===== src/rtl/ble_dma_pkg.sv =====
// Shared types and helpers for the BLE RX DMA path: arbiter states,
// grant encodings and the byte-lane select used for RAM byte writes.
package ble_dma_pkg;

  typedef enum logic [1:0] {
    ST_IDLE = 2'd0,
    ST_CPU  = 2'd1,
    ST_DMA  = 2'd2
  } arb_state_e;

  localparam logic GNT_CPU = 1'b0;
  localparam logic GNT_DMA = 1'b1;

  function automatic logic [3:0] lane_sel(input logic [1:0] lane);
    return 4'b0001 << lane;
  endfunction

endpackage


===== src/rtl/ble_rx_fifo.sv =====
// Small synchronous byte FIFO with first-word-fall-through head.
// A push into a full FIFO is accepted only when a pop happens in the same cycle.
module ble_rx_fifo #(
  parameter int unsigned DEPTH = 4
) (
  input  logic                     clk,
  input  logic                     rst,
  input  logic                     push,
  input  logic [7:0]               din,
  input  logic                     pop,
  output logic [7:0]               head_c,
  output logic                     full_c,
  output logic                     empty_c,
  output logic [$clog2(DEPTH):0]   level
);

  localparam int unsigned AW = $clog2(DEPTH);
  localparam int unsigned LW = AW + 1;

  logic [7:0]    mem [DEPTH];
  logic [AW-1:0] rd_ptr;
  logic [AW-1:0] wr_ptr;
  logic          do_push;
  logic          do_pop;

  assign empty_c = (level == '0);
  assign full_c  = (level == LW'(DEPTH));
  assign do_pop  = pop && !empty_c;
  assign do_push = push && (!full_c || do_pop);
  assign head_c  = mem[rd_ptr];

  // Pointers wrap naturally because DEPTH is a power of two
  always_ff @(posedge clk or posedge rst) begin
    if (rst) begin
      rd_ptr <= '0;
      wr_ptr <= '0;
      level  <= '0;
    end else begin
      if (do_push) wr_ptr <= wr_ptr + AW'(1);
      if (do_pop)  rd_ptr <= rd_ptr + AW'(1);
      level <= level + LW'(do_push) - LW'(do_pop);
    end
  end

  always_ff @(posedge clk) begin
    if (do_push) mem[wr_ptr] <= din;
  end

endmodule


===== src/rtl/ble_rx_dma.sv =====
// Buffers uart_rx bytes and writes them into a circular RAM window,
// sharing the single RAM Wishbone port with the CPU (round-robin arbiter).
module ble_rx_dma
  import ble_dma_pkg::*;
#(
  parameter logic [31:0] BASE       = 32'h0000_1000,
  parameter logic [31:0] SIZE       = 32'h0000_0800,
  parameter int unsigned FIFO_DEPTH = 4
) (
  input  logic                          i_wb_clk,
  input  logic                          i_wb_rst,
  input  logic                          i_rx_valid,
  input  logic [7:0]                    i_rx_data,
  input  logic [31:0]                   i_wb_cpu_adr,
  input  logic                          i_wb_cpu_cyc,
  input  logic                          i_wb_cpu_we,
  input  logic [3:0]                    i_wb_cpu_sel,
  input  logic [31:0]                   i_wb_cpu_dat,
  output logic [31:0]                   o_wb_cpu_rdt,
  output logic                          o_wb_cpu_ack,
  output logic [31:0]                   o_wb_mem_adr,
  output logic                          o_wb_mem_cyc,
  output logic                          o_wb_mem_we,
  output logic [3:0]                    o_wb_mem_sel,
  output logic [31:0]                   o_wb_mem_dat,
  input  logic [31:0]                   i_wb_mem_rdt,
  input  logic                          i_wb_mem_ack,
  output logic [31:0]                   o_wr_ptr,
  output logic [$clog2(FIFO_DEPTH):0]   o_fifo_level,
  output logic                          o_overflow
);

  localparam int unsigned OW = $clog2(SIZE);

  arb_state_e    state;
  arb_state_e    state_nxt;
  logic          last_gnt;
  logic [OW-1:0] offset;
  logic [31:0]   dma_adr;
  logic [3:0]    dma_sel;
  logic [31:0]   dma_dat;
  logic [7:0]    fifo_head_c;
  logic          fifo_full_c;
  logic          fifo_empty_c;
  logic          fifo_pop;
  logic          grant_dma;

  assign fifo_pop     = (state == ST_DMA) && i_wb_mem_ack;
  assign o_wr_ptr     = BASE + 32'(offset);
  assign o_wb_cpu_rdt = i_wb_mem_rdt;
  assign grant_dma    = (state == ST_IDLE) && (state_nxt == ST_DMA);

  ble_rx_fifo #(
    .DEPTH (FIFO_DEPTH)
  ) u_fifo (
    .clk     (i_wb_clk),
    .rst     (i_wb_rst),
    .push    (i_rx_valid),
    .din     (i_rx_data),
    .pop     (fifo_pop),
    .head_c  (fifo_head_c),
    .full_c  (fifo_full_c),
    .empty_c (fifo_empty_c),
    .level   (o_fifo_level)
  );

  always_ff @(posedge i_wb_clk or posedge i_wb_rst) begin
    if (i_wb_rst) state <= ST_IDLE;
    else          state <= state_nxt;
  end

  // Next state and RAM port mux; IDLE always sits between two grants
  always_comb begin
    state_nxt    = state;
    o_wb_mem_adr = '0;
    o_wb_mem_cyc = 1'b0;
    o_wb_mem_we  = 1'b0;
    o_wb_mem_sel = '0;
    o_wb_mem_dat = '0;
    o_wb_cpu_ack = 1'b0;
    case (state)
      ST_IDLE: begin
        if (i_wb_cpu_cyc && (fifo_empty_c || last_gnt == GNT_DMA)) state_nxt = ST_CPU;
        else if (!fifo_empty_c)                                     state_nxt = ST_DMA;
      end
      ST_CPU: begin
        o_wb_mem_adr = i_wb_cpu_adr;
        o_wb_mem_cyc = i_wb_cpu_cyc;
        o_wb_mem_we  = i_wb_cpu_we;
        o_wb_mem_sel = i_wb_cpu_sel;
        o_wb_mem_dat = i_wb_cpu_dat;
        o_wb_cpu_ack = i_wb_mem_ack;
        if (i_wb_mem_ack || !i_wb_cpu_cyc) state_nxt = ST_IDLE;
      end
      ST_DMA: begin
        o_wb_mem_adr = dma_adr;
        o_wb_mem_cyc = 1'b1;
        o_wb_mem_we  = 1'b1;
        o_wb_mem_sel = dma_sel;
        o_wb_mem_dat = dma_dat;
        if (i_wb_mem_ack) state_nxt = ST_IDLE;
      end
      default: state_nxt = ST_IDLE;
    endcase
  end

  // Grant history, DMA request registers, window pointer and overflow flag
  always_ff @(posedge i_wb_clk or posedge i_wb_rst) begin
    if (i_wb_rst) begin
      last_gnt   <= GNT_DMA;
      offset     <= '0;
      dma_adr    <= '0;
      dma_sel    <= '0;
      dma_dat    <= '0;
      o_overflow <= 1'b0;
    end else begin
      if (state == ST_IDLE && state_nxt == ST_CPU) last_gnt <= GNT_CPU;
      if (grant_dma) begin
        last_gnt <= GNT_DMA;
        dma_adr  <= o_wr_ptr;
        dma_sel  <= lane_sel(o_wr_ptr[1:0]);
        dma_dat  <= {4{fifo_head_c}};
      end
      if (fifo_pop) offset <= offset + OW'(1);
      if (i_rx_valid && fifo_full_c && !fifo_pop) o_overflow <= 1'b1;
    end
  end

endmodule


===== config.mk =====
export PLATFORM = sky130hd
export DESIGN_NAME = ble_rx_dma
export DESIGN_NICKNAME = d
export VERILOG_FILES = /design/src/rtl/ble_dma_pkg.sv /design/src/rtl/ble_rx_fifo.sv /design/src/rtl/ble_rx_dma.sv
export SDC_FILE = /design/constraint.sdc
export NUM_CORES = 1
export LEC_CHECK = 0
export ABC_AREA = 1
export ABC_CLOCK_PERIOD_IN_PS = 5400
export CAP_MARGIN = 30
export CORE_ASPECT_RATIO = 0.5
export CORE_MARGIN = 8
export CORE_UTILIZATION = 35
export DETAILED_ROUTE_END_ITERATION = 8
export PLACE_DENSITY = 0.73
export SLEW_MARGIN = 0
export SYNTH_ARGS = -nofsm -noshare
export SYNTH_HDL_FRONTEND = slang
export SYNTH_SLANG_ARGS = --single-unit

===== constraint.sdc =====
create_clock -name i_wb_clk -period 5.4 [get_ports i_wb_clk]
set_input_delay 0.81 -clock i_wb_clk [delete_from_list [all_inputs] [get_ports i_wb_clk]]
set_output_delay 0.81 -clock i_wb_clk [all_outputs]
set_load 0.005 [all_outputs]

==> flow_summary.ini <==
[outcome]
status = finished clean

[place]
io_buffers = 167
placed_cells = 867
dpl-instance-area_mm2 = 0.00622
place_hpwl_um = 10700
gp_congestion = 0.801

[power]
irDropWorstVdd_mv = 0.259
leakage_nw = 2.88
p_per_area_mw_per_mm2 = 486

[synth]
synth_edf_count = 32
synth_common_cells = nand2_1 (182), inv_1 (75), a21oi_1 (61)
async_reset_ff_frac = 0.590
netlist_area_mm2 = 0.00476
yosysSeqAreaShare = 0.444
yosysWarnings = 0
ys_ff_latch = 78
synth.area.top_cells = dfrtp_1 (24%), edfxtp_1 (20%), nand2_1 (14%)
synth_top_area_cell = dfrtp_1
yosysMostFrequentCell = nand2_1
synth_ff_type = dfrtp_1
synth.distinct_cells = 36
synth_top_area_frac = 0.237
syn_area_per_cell_um2 = 8.16
synthCells = 583

[sta]
setup_viol = 0
fin_crit_ns = 3.66
relSlewSlack = 0.316
rsz0062_at_grt = false
fin_tns_setup_ns = 0
fmax_mhz = 273
min_period_over_period = 0.678
skew_ns = 0.00522
slew_viol_final = 0
tightest_slew_ns = 1.03
hold_viol_final = 0

[global_route]
first_global_vias = 3988
grt-ovfl-total = 0
grt_pass1_wl_um = 21900
grt_use_total = 0.155
grt_max_degree = 51
antenna_found_initial = 0

[detailed_routing]
drc = 0
finalWirelength_um = 13800
post_drt_wl_per_cell_um = 15.6
ant_nets = 0
firstDrtPassIters = 4
vias = 3959
drtIter0Drc = 254
via_per_inst = 4.48

[cts]
clk_latency_ns = 0.34
clock-root-buffer = clkbuf_16
post_cts_buffers = 0
cts-buffers-inserted = 9
ctsResizeCount = 0
cts_tree = done
clock-sinks = 78
ctsHoldBuffers = 0
cts_max_path_buffers = 2
path_clk_slew_ns = 0.06
h-tree-depth = 3

[finish]
fin_util = 0.485
fin_area_mm2 = 0.00649
layout-drive-gt1-share = 0.0566
syn_to_final_growth_pct = 36.5
diodes = 0
nets = 831
finalNonFillerCells = 883

[floorplanning]
rows = 30
dieHeight_um = 98.4
ioPinCount = 253
die_x_um = 181
start_util = 0.355
core_mm2 = 0.0134
die_area_mm2 = 0.0178

[worst_hold_path]
hp-class = register to register

[worst_setup_path]
cp.arrival_ns = 2.85
cp.required_ns = 4.59
crit_path_start_kind = register
endpoint_kind = output port
worst-setup-path-type = register to output port
critPathMaxFanout = 26

[run]
max-cap-violations = 0
==> worst paths after layout <==
check	from	to	slack, ns	cells after the start
max in group asynchronous	i_wb_rst	last_gnt	4.23	3
worst max-delay path	state[0]	o_wb_mem_dat[24]	1.74	5
min in group asynchronous	i_wb_rst	offset[7]	0.66	2
worst min register to register	last_gnt	last_gnt	0.46	2
worst max register to register	state[1]	dma_dat[26]	2.37	11
worst min-delay path	last_gnt	last_gnt	0.46	2
==> placed cells by master (no fill, tap or decap), types with 3 or more instances in the layout <==
cell and instances:
nand2_1 182, clkdlybuf4s50_1 167, inv_1 74, a21oi_1 61
dfrtp_1 45, edfxtp_1 32, o21bai_1 23, conb_1 21
nor2_1 13, ha_1 13, clkbuf_16 9, xor2_1 8
a32oi_1 8, nand2_2 6, nand3_1 6, inv_2 5
xnor2_1 3
==> flip-flops by register name (all words and copies together), names as in the netlist <==
| register | count |
|---|---|
| dma_adr | 12 |
| dma_dat | 8 |
| dma_sel | 4 |
| last_gnt | 1 |
| o_overflow | 1 |
| offset | 11 |
| state | 2 |
| u_fifo.level | 3 |
| u_fifo.mem | 32 |
| u_fifo.rd_ptr | 2 |
| u_fifo.wr_ptr | 2 |
==> layout make-up <==
| class | instances | area (µm²) |
|---|---|---|
| flip-flops and latches | 78 | 2110 |
| repair buffers | 169 | 1700 |
| clock inverters | 4 | 25.0 |
| well taps | 176 | 220 |
| clock buffers | 12 | 246 |
| multi-input cells | 363 | 1880 |
| inverters | 81 | 304 |
| fillers | 1284 | 6910 |
==> layer usage <==
metal  global-route usage  wire, µm  vias to the layer above
met5                    0         0                        -
met4               0.0764       516                        0
met3               0.0360       607                       59
met2                0.273      6970                       83
met1                0.175      5710                     1831
li1                     -         -                     1986
==> critical path, cell delays in order, from the launching register on <==
cell and delay (ns):
dfrtp_1 0.42, inv_1 0.11, ha_1 0.85, nand2_1 0.39, a21oi_1 0.21, clkdlybuf4s50_1 0.53
==> kinds of logic (layout without fill, tap and decap cells) <==
group	after synthesis	in the layout	share of synthesized area
xor gates and xnor gates	11	11	0.0203
adders and majority gates	15	15	0.0410
DFF	78	78	0.444
other	2	21	0.00158
and+or+nand+nor	221	221	0.198
AOI/OAI and AO/OA	95	95	0.120
buffers and inverters	161	266	0.175
==> power breakdown <==
group	switching (mW)	internal [mW]	total (mW)
clock network	0.226	0.322	0.548
logic	0.921	0.713	1.63
registers	0.157	0.814	0.972
total	1.30	1.85	3.15
==> stage by stage <==
stage               hold slack, ns  worst slack, ns  power [mW]
floorplan                    0.433             3.25        1.95
global placement             0.450             2.09        2.58
detailed placement           0.457             2.09        2.62
CTS                          0.466             1.70        3.18
global route                 0.492             1.51        3.41
finish                       0.461             1.74        3.15
Note: power is estimated with default switching activity, not from simulation.
